### src/rtl/isa_pkg.sv
// Shared ISA definitions for the fetch/branch sequencer: opcodes, FSM states, defaults.
package isa_pkg;

  localparam int unsigned OP_W = 6;

  // Branch opcodes (ir[31:26])
  localparam logic [OP_W-1:0] OP_BLTZ = 6'b000111;
  localparam logic [OP_W-1:0] OP_BZ   = 6'b001000;
  localparam logic [OP_W-1:0] OP_BNZ  = 6'b001001;
  localparam logic [OP_W-1:0] OP_B    = 6'b001010;
  localparam logic [OP_W-1:0] OP_BR   = 6'b001011;
  localparam logic [OP_W-1:0] OP_BL   = 6'b001100;
  localparam logic [OP_W-1:0] OP_BCY  = 6'b001101;
  localparam logic [OP_W-1:0] OP_BNCY = 6'b001110;

  localparam logic [OP_W-1:0] HALT_OP_DEFAULT = 6'b111111;

  // EXEC is the single issue cycle (exec_start high); EXEC_WAIT holds until exec_done.
  typedef enum logic [2:0] {
    ST_FETCH     = 3'd0,
    ST_DECODE    = 3'd1,
    ST_EXEC      = 3'd2,
    ST_EXEC_WAIT = 3'd3,
    ST_BRANCH    = 3'd4,
    ST_HALT      = 3'd5
  } state_e;

  // Opcode field of an instruction word.
  function automatic logic [OP_W-1:0] op_of(input logic [31:0] instr);
    return instr[31:26];
  endfunction

endpackage

### src/rtl/branch_cond_eval.sv
// Combinational branch resolver: classifies an opcode and evaluates its condition on S/C/Z.
module branch_cond_eval
  import isa_pkg::*;
(
  input  logic [OP_W-1:0] i_op,
  input  logic            i_s,
  input  logic            i_c,
  input  logic            i_z,
  output logic            o_take,
  output logic            o_is_branch
);

  logic w_take;
  logic w_is_branch;

  // Decode opcode into branch class and taken condition.
  always_comb begin
    w_take      = 1'b0;
    w_is_branch = 1'b1;
    case (i_op)
      OP_BLTZ: w_take = i_s & ~i_z;
      OP_BZ:   w_take = ~i_s & i_z;
      OP_BNZ:  w_take = ~i_z;
      OP_B:    w_take = 1'b1;
      OP_BR:   w_take = 1'b1;
      OP_BL:   w_take = 1'b1;
      OP_BCY:  w_take = i_c;
      OP_BNCY: w_take = ~i_c;
      default: w_is_branch = 1'b0;
    endcase
  end

  assign o_take      = w_take;
  assign o_is_branch = w_is_branch;

endmodule

### src/rtl/branch_sequencer.sv
// Multi-cycle fetch/branch sequencer: owns PC, IR and the S/C/Z flags, fetches over req/valid,
// hands non-branch instructions to the datapath and resolves branches itself.
module branch_sequencer
  import isa_pkg::*;
#(
  parameter int unsigned          ADDR_W   = 32,
  parameter logic [ADDR_W-1:0]    RESET_PC = {ADDR_W{1'b0}},
  parameter logic [OP_W-1:0]      HALT_OP  = HALT_OP_DEFAULT
) (
  input  logic              clk,
  input  logic              rst,
  output logic              instr_req,
  output logic [ADDR_W-1:0] instr_addr,
  input  logic              instr_valid,
  input  logic [31:0]       instr_data,
  output logic [31:0]       ir,
  input  logic [31:0]       rs_value,
  output logic              exec_start,
  input  logic              exec_done,
  input  logic              flags_we,
  input  logic              alu_sign,
  input  logic              alu_carry,
  input  logic              alu_zero,
  output logic              link_we,
  output logic [ADDR_W-1:0] link_data,
  output logic              halted
);

  state_e            r_state;
  state_e            w_next_state;
  logic              r_run;
  logic [ADDR_W-1:0] r_pc;
  logic [31:0]       r_ir;
  logic              r_flag_s;
  logic              r_flag_c;
  logic              r_flag_z;

  logic [OP_W-1:0]   w_op;
  logic              w_take;
  logic              w_is_branch;
  logic [ADDR_W-1:0] w_pc_plus4;
  logic [ADDR_W-1:0] w_off26;
  logic [ADDR_W-1:0] w_off16;
  logic [ADDR_W-1:0] w_target;
  logic [ADDR_W-1:0] w_branch_pc;
  logic              w_fetch_fire;
  logic              w_exec_fire;

  assign w_op        = op_of(r_ir);
  assign w_pc_plus4  = r_pc + ADDR_W'(3'd4);
  assign w_off26     = {{(ADDR_W-28){r_ir[25]}}, r_ir[25:0], 2'b00};
  assign w_off16     = {{(ADDR_W-18){r_ir[15]}}, r_ir[15:0], 2'b00};
  assign w_branch_pc = w_take ? w_target : w_pc_plus4;

  // r_run keeps the fetch request low for the first cycle after reset release.
  assign w_fetch_fire = r_run & instr_valid & (r_state == ST_FETCH);
  assign w_exec_fire  = exec_done & ((r_state == ST_EXEC) | (r_state == ST_EXEC_WAIT));

  branch_cond_eval u_cond (
    .i_op        (w_op),
    .i_s         (r_flag_s),
    .i_c         (r_flag_c),
    .i_z         (r_flag_z),
    .o_take      (w_take),
    .o_is_branch (w_is_branch)
  );

  // Branch target select: long offset for b/bl, register for br, short offset otherwise.
  always_comb begin
    w_target = w_pc_plus4 + w_off16;
    case (w_op)
      OP_B, OP_BL: w_target = w_pc_plus4 + w_off26;
      OP_BR:       w_target = rs_value[ADDR_W-1:0];
      default:     w_target = w_pc_plus4 + w_off16;
    endcase
  end

  // FSM state register.
  always_ff @(posedge clk or negedge rst) begin
    if (!rst) begin
      r_state <= ST_FETCH;
    end else begin
      r_state <= w_next_state;
    end
  end

  // Fetch enable: set one cycle after reset release.
  always_ff @(posedge clk or negedge rst) begin
    if (!rst) begin
      r_run <= 1'b0;
    end else begin
      r_run <= 1'b1;
    end
  end

  // FSM next-state logic; HALT_OP is checked before the branch class.
  always_comb begin
    w_next_state = r_state;
    case (r_state)
      ST_FETCH: begin
        if (w_fetch_fire) w_next_state = ST_DECODE;
        else              w_next_state = ST_FETCH;
      end
      ST_DECODE: begin
        if (w_op == HALT_OP)  w_next_state = ST_HALT;
        else if (w_is_branch) w_next_state = ST_BRANCH;
        else                  w_next_state = ST_EXEC;
      end
      ST_EXEC, ST_EXEC_WAIT: begin
        if (exec_done) w_next_state = ST_FETCH;
        else           w_next_state = ST_EXEC_WAIT;
      end
      ST_BRANCH: w_next_state = ST_FETCH;
      ST_HALT:   w_next_state = ST_HALT;
      default:   w_next_state = ST_FETCH;
    endcase
  end

  // FSM outputs decoded from the registered state.
  always_comb begin
    instr_req  = 1'b0;
    exec_start = 1'b0;
    link_we    = 1'b0;
    halted     = 1'b0;
    case (r_state)
      ST_FETCH:  instr_req  = r_run;
      ST_EXEC:   exec_start = 1'b1;
      ST_BRANCH: link_we    = (w_op == OP_BL);
      ST_HALT:   halted     = 1'b1;
      default:   instr_req  = 1'b0;
    endcase
  end

  // PC, IR and flag registers; flags change only on a flag-writing completion.
  always_ff @(posedge clk or negedge rst) begin
    if (!rst) begin
      r_pc     <= RESET_PC;
      r_ir     <= 32'h0000_0000;
      r_flag_s <= 1'b0;
      r_flag_c <= 1'b0;
      r_flag_z <= 1'b0;
    end else begin
      if (w_fetch_fire) begin
        r_ir <= instr_data;
      end
      if (w_exec_fire) begin
        r_pc <= w_pc_plus4;
        if (flags_we) begin
          r_flag_s <= alu_sign;
          r_flag_c <= alu_carry;
          r_flag_z <= alu_zero;
        end
      end else if (r_state == ST_BRANCH) begin
        r_pc <= w_branch_pc;
      end
    end
  end

  assign instr_addr = r_pc;
  assign ir         = r_ir;
  assign link_data  = w_pc_plus4;

endmodule

### config.mk
export PLATFORM = sky130hd
export DESIGN_NAME = branch_sequencer
export DESIGN_NICKNAME = d
export VERILOG_FILES = /design/src/rtl/isa_pkg.sv /design/src/rtl/branch_cond_eval.sv /design/src/rtl/branch_sequencer.sv
export SDC_FILE = /design/constraint.sdc
export NUM_CORES = 1
export LEC_CHECK = 0
export CAP_MARGIN = 20
export CORE_MARGIN = 8
export CORE_UTILIZATION = 52
export DETAILED_ROUTE_END_ITERATION = 10
export PLACE_DENSITY_LB_ADDON = 0.1
export SLEW_MARGIN = 20
export SYNTH_ARGS = -nofsm -noshare
export SYNTH_HDL_FRONTEND = slang
export SYNTH_HIERARCHICAL = 1
export SYNTH_SLANG_ARGS = --single-unit
### constraint.sdc
create_clock -name clk -period 5.9 [get_ports clk]
set_clock_uncertainty 0.1 [all_clocks]
set_input_delay 1.18 -clock clk [delete_from_list [all_inputs] [get_ports clk]]
set_output_delay 1.18 -clock clk [all_outputs]
set_load 0.02 [all_outputs]
=== Word-level counts from Yosys, hierarchy flattened ===
Cells that the tools add are included.
Widths: inputs -> output; s select.

* Output and inout bits: 100
* Input port bits: 72
* Word-level logic and storage cells: 55
* Bits in registers: 71

* Reduce and logical (&&, ||, !) cells: 7
* Equality and inequality tests: 14
* Bitwise operators: 9
* Add/subtract/negate cells: 3
* Mux-type cells: 15

{| class="wikitable"
|+ Operator list
! kind !! number
|-
| $mux 32 || 3
|-
| $add 32x32->32 || 2
|-
| $pmux 32 s2 || 1
|-
| $eq 6x4->1 const B || 7
|-
| $add 32x3->32 const B || 1
|-
| $pmux 3 s4 || 1
|-
| $reduce_or 8->1 || 1
|-
| $eq 3x2->1 const B || 2
|-
| $eq 3x3->1 const B || 2
|-
| $eq 6x3->1 const B || 1
|-
| $eq 6x6->1 const B || 1
|-
| $mux 1 || 6
|-
| $mux 3 || 2
|-
| $pmux 1 s6 || 1
|-
| $and 1x1->1 || 5
|-
| $reduce_or 2->1 || 2
|-
| $eq 3x1->1 const B || 1
|-
| $logic_not 3->1 || 1
|-
| $not 1->1 || 3
|-
| $reduce_or 3->1 || 1
|-
| $mux 2 || 1
|-
| $reduce_and 2->1 || 1
|-
| $reduce_bool 2->1 || 1
|-
| $or 1x1->1 || 1
|}

=== Logic depth before layout (Yosys ltp) ===
* Depth in word-level cells: 6
* Depth in mapped cells: 17
* Gate-level depth less buffers: 17

=== Hierarchy ===
The synthesis kept the hierarchy.

{| class="wikitable"
|+ Modules (own cells, without submodules)
! module !! sequential area each (µm²) !! instances !! area an instance (µm²) !! cells each
|-
| branch_sequencer || 1,776.7 || 1 || 5,510.3 || 644
|-
| branch_cond_eval || 0.0 || 1 || 107.6 || 15
|}

=== Least setup slack after synthesis ===
Ideal clock, no wire load.

* Path type: flip-flop to flip-flop
* Start point: register r_pc[3], in the netlist instr_addr[3]
* End point: register r_pc[27], in the netlist instr_addr[27]
* Path buffers: 1
* Required time: 5,669 ps
* Period minus slack after synthesis: 4,168 ps
* Library setup time: 131 ps
* Slack: 1,732 ps
* Cell stages (with the launch flop): 17
* Arrival time: 3,938 ps
* Cell sequence: dfrtp_1 -> ha_1 -> nand4_1 -> or4_1 -> clkbuf_1 -> nor3_1 -> xor2_1 -> ha_1 -> a21o_1 -> a21oi_1 -> o21bai_1 -> a21oi_1 -> a31oi_1 -> nor3b_1 -> or4_1 -> o21ai_1 -> a21oi_1

* Longest elaborated chain between the ends: 6
* Elaborated cells between the ends (all ways): 7
* Classes of those cells: add/sub (3); mux (4)

{| class="wikitable"
|+ Ends and longest elaborated chain
! what !! RTL line !! RTL
|-
| start, declared || branch_sequencer.sv:32 || <nowiki>logic [ADDR_W-1:0] r_pc;</nowiki>
|-
| start signal, assigned || branch_sequencer.sv:147 || <nowiki>r_pc <= w_pc_plus4;</nowiki>
|-
| start signal, assigned || branch_sequencer.sv:154 || <nowiki>r_pc <= w_branch_pc;</nowiki>
|-
| $add 32x3->32 (*) || branch_sequencer.sv:50 || <nowiki>assign w_pc_plus4 = r_pc + ADDR_W'(3'd4);</nowiki>
|-
| via link_data[22] || branch_sequencer.sv:25 || <nowiki>output logic [ADDR_W-1:0] link_data,</nowiki>
|-
| $add 32x32->32 (on tied branches) || branch_sequencer.sv:74, branch_sequencer.sv:72 ||
|-
| $pmux 32 s2 (*) || branch_sequencer.sv:71 || <nowiki>case (w_op)</nowiki>
|-
| $mux 32 (*) || branch_sequencer.sv:53 || <nowiki>assign w_branch_pc = w_take ? w_target : w_pc_plus4;</nowiki>
|-
| $mux 32 (*) || branch_sequencer.sv:153 || <nowiki>end else if (r_state == ST_BRANCH) begin</nowiki>
|-
| $mux 32 (*) || branch_sequencer.sv:146 || <nowiki>if (w_exec_fire) begin</nowiki>
|}

Mark *: on every way through the listed nets, which the timed path passes. The rest lies on a longest branch. The select of a mux whose other input is x is not followed.
A chain may end at the register's enable or synchronous reset.

=== Final worst setup path ===
* Start point: register r_pc[2], in the netlist instr_addr[2]
* End point: output port link_data[28]

* Longest elaborated chain between the ends: 1

{| class="wikitable"
|+ Ends and longest elaborated chain
! what !! RTL line
|-
| $add 32x3->32 || branch_sequencer.sv:50
|-
| end, declared || branch_sequencer.sv:25
|}

No other way between the ends.

==> impl_results.md <==
* Ys Warns at 6
* Hold EP: ir[3]
* M1 GR Usage at 0.3116
* Fin. max-slew vios at 0
* Synthesized Nets at around 760
* Fin crit period at 4.773 ns
* Final Hold Viols at 0
* Worst hold path startpoint: ir[3]
* Peak supply drop at 0.4133 mV
* Synthesized instance count at between 600 and 700
* Wire per inst at 19.48 um
* Synthesized area per cell at 8.525 um2
* Vias per inst at between 5 and 6
* Most common cell after layout, fill and taps aside: clkdlybuf4s50_1
* Core area at 10700 um2
* Setup Crit Path Kind: register to output pin
* Max frequency at 209.5 MHz
* Worst Setup End Kind: output pin
* Hold WC Path Type: register to register
* Port Buffer Count at 171
* Total GRT Usage at 0.2576
* DPL Wire Length at 14190 um
* Met3 Usage GRT at 0.06811
* Final TNS setup at 0 ns
* Worst path required time at between 4 and 5 ns
* CTS Sinks at 71
* CTS resizes at 0
* Post-route ant nets at 0
* Die Wd at roughly 120 um
* Clk pin slew, worst setup/hold paths at roughly 0.08 ns
* Worst hold slack at 0.4456 ns
* Row count at 38
* GRT busiest layer: met2
* Worst R2R Setup Slack at 1.58 ns
* Hold buffer count at CTS at 0
* Rel. slew slack at 0.3650
* Routed vias at 5732
* Post CTS Setup Buffer Count at 0
* EDFF count, synth at 0
* Critical Path AT at ~3.5 ns
* Mapped Area at 5618 um2
* Worst-Margin Slew at 0.9525 ns
* Synth cell types at 73
* Layout cells sized above 1 at 0.09890
* RR Startpoint: instr_addr[2]
* Crit path from: instr_addr[2]
* Antenna violations before repair at 0
* # H-tree levels at 3
* Placement Setup Slack at between 1.5 and 2 ns
* Status: finished, final reports clean
* Synth Register Bits at 71
* # nets final at 919
* CTS tree: yes
* Clk buf depth at 2
* Predominant post-synthesis flop cell: dfrtp_1
* Gpl congestion at slightly above 0.9
* Max-Cap Viols at 0
* Iteration-0 DRC Markers at approximately 430
* GRT Residual Overflow at 0
* Vias in the first global route at 5812
* Ys async rst share at 1.000
* Critical Path Start Type: register
* Initial Util at 0.5251
* Largest net degree at the start of global routing at 72
* Final period util at 0.8090
* Commonest non-fill, non-tap cells in the layout: clkdlybuf4s50_1, nand2_1, dfrtp_1
* Number of top-level pins at 172
* GR Util met2 at 0.4387
* DRC viols at 0
* Cell Pwr Density at approximately 670 nW/um2
* R2r worst-path depth at 16
* TritonRoute pass-1 iters at 5
* Die area at 14390 um2
* Area growth syn-to-layout at 36.04%
* Final setup vio count at 0
* Die Span Y at 119.9 um
* LEAKAGE at 0.003083 uW
* Inserted Clock Buffers at 9
* Sequential share of the synthesized area at 0.3163
* Reg2Reg Capture Point: instr_addr[27]
* RSZ-0062 raised after global routing: no
* CTS Root Cell: clkbuf_8
* CP Max Fanout at 5
* Global-route wire length before repair at ~30000 um
* Drt total wl at about 19000 um
* Antenna diodes at 0
* Worst skew pair latency at 0.36 ns
* Worst Setup Slack, final at 1.127 ns
* Hold Crit Depth at 1
cells in the mapped netlist, types with 3 or more instances:
cell type	count	area, um2
nand2_1	72	270.3
dfrtp_1	71	1777
a21oi_1	53	265.3
nor2_1	51	191.4
o21ai_0	48	240.2
mux2_2	37	416.7
nand3_1	33	165.2
xnor2_1	33	289.0
ha_1	31	387.9
clkbuf_1	27	101.4
xor2_1	22	192.7
inv_1	15	56.30
nor3_1	13	65.06
o211ai_1	12	90.09
a21o_1	10	75.07
nand2b_1	7	43.79
nand4_1	7	43.79
o22ai_1	7	43.79
a31oi_1	6	37.54
a221oi_1	5	43.79
nor2b_1	5	31.28
nor4_1	5	31.28
o21ai_1	5	25.02
o31ai_1	5	37.54
or3_1	5	31.28
a211oi_1	4	30.03
and4_1	4	35.03
buf_4	4	30.03
nor3b_1	4	30.03
or4_1	4	30.03
buf_1	3	11.26
mux2i_1	3	30.03
o21a_1	3	22.52
o21bai_1	3	22.52
report_power, final:
group          leakage (uW)  switching, uW  internal, uW
Combinational       0.00215           2040          1630
Sequential         0.000833            310           700
Clock             0.0000985            200           216
cell type report:
cell class | instances | area (um2)
multi-input combinational | 537 | 3656
tap | 140 | 175.2
sequential | 71 | 1777
clock inverter | 3 | 42.54
fill | 885 | 3055
inverter | 16 | 60.06
timing repair buffer | 180 | 1777
clock buffer | 12 | 155.1
worst max-delay path, cell delays in order, from the launching register on:
cell,delay [ns]
dfrtp_1,0.42
ha_1,0.28
nand4_1,0.25
nor4_1,0.60
and4_1,0.47
nand3_1,0.15
xnor2_1,0.29
clkdlybuf4s50_1,0.68
layer usage:
layer | vias to the layer above | share of wire
li1 | 2703 | -
met1 | 2755 | 0.42
met2 | 246 | 0.49
met3 | 28 | 0.079
met4 | 0 | 0.018
met5 | - | 0
cells by family (layout without fill, tap and decap cells):
| family | Yosys count | count (layout) | synth area share |
|---|---|---|---|
| other cells | 1 | 1 | 0.0006675 |
| simple gates | 225 | 225 | 0.1964 |
| flops | 71 | 71 | 0.3163 |
| fa+ha+maj | 33 | 33 | 0.07439 |
| buf+inv | 51 | 211 | 0.03697 |
| xor+xnor | 58 | 58 | 0.09555 |
| mux | 40 | 40 | 0.07951 |
| compound gates | 180 | 180 | 0.2002 |
stage by stage:
| step | utilization | total power, uW | cell area, um2 | std cells |
|---|---|---|---|---|
| 3_5_place_dp | 0.6959 | 4636 | 7445 | 944 |
| 5_1_grt | 0.7144 | 5475 | 7642 | 959 |
| 2_1_floorplan | - | 3387 | 5618 | 659 |
| 3_3_place_gp | 0.6959 | 4554 | 7445 | 944 |
| 6_report | 0.7144 | 5100 | 7642 | 959 |
| 4_1_cts | 0.7144 | 5072 | 7642 | 959 |
state kept, by name, summed over array words and instances, names as in the netlist:
register and cells:
instr_addr 32, r_flag_z 1, r_flag_s 1, r_state 3, ir 32, r_flag_c 1, r_run 1
worst max-delay path by stage:
stage | endpoint | slack (ns)
2_1_floorplan | instr_addr[27] | 1.73
3_3_place_gp | link_data[28] | 1.66
3_5_place_dp | link_data[28] | 1.56
4_1_cts | link_data[28] | 1.16
5_1_grt | link_data[30] | 0.88
6_report | link_data[28] | 1.13
Power figures use the tool's default switching activity.
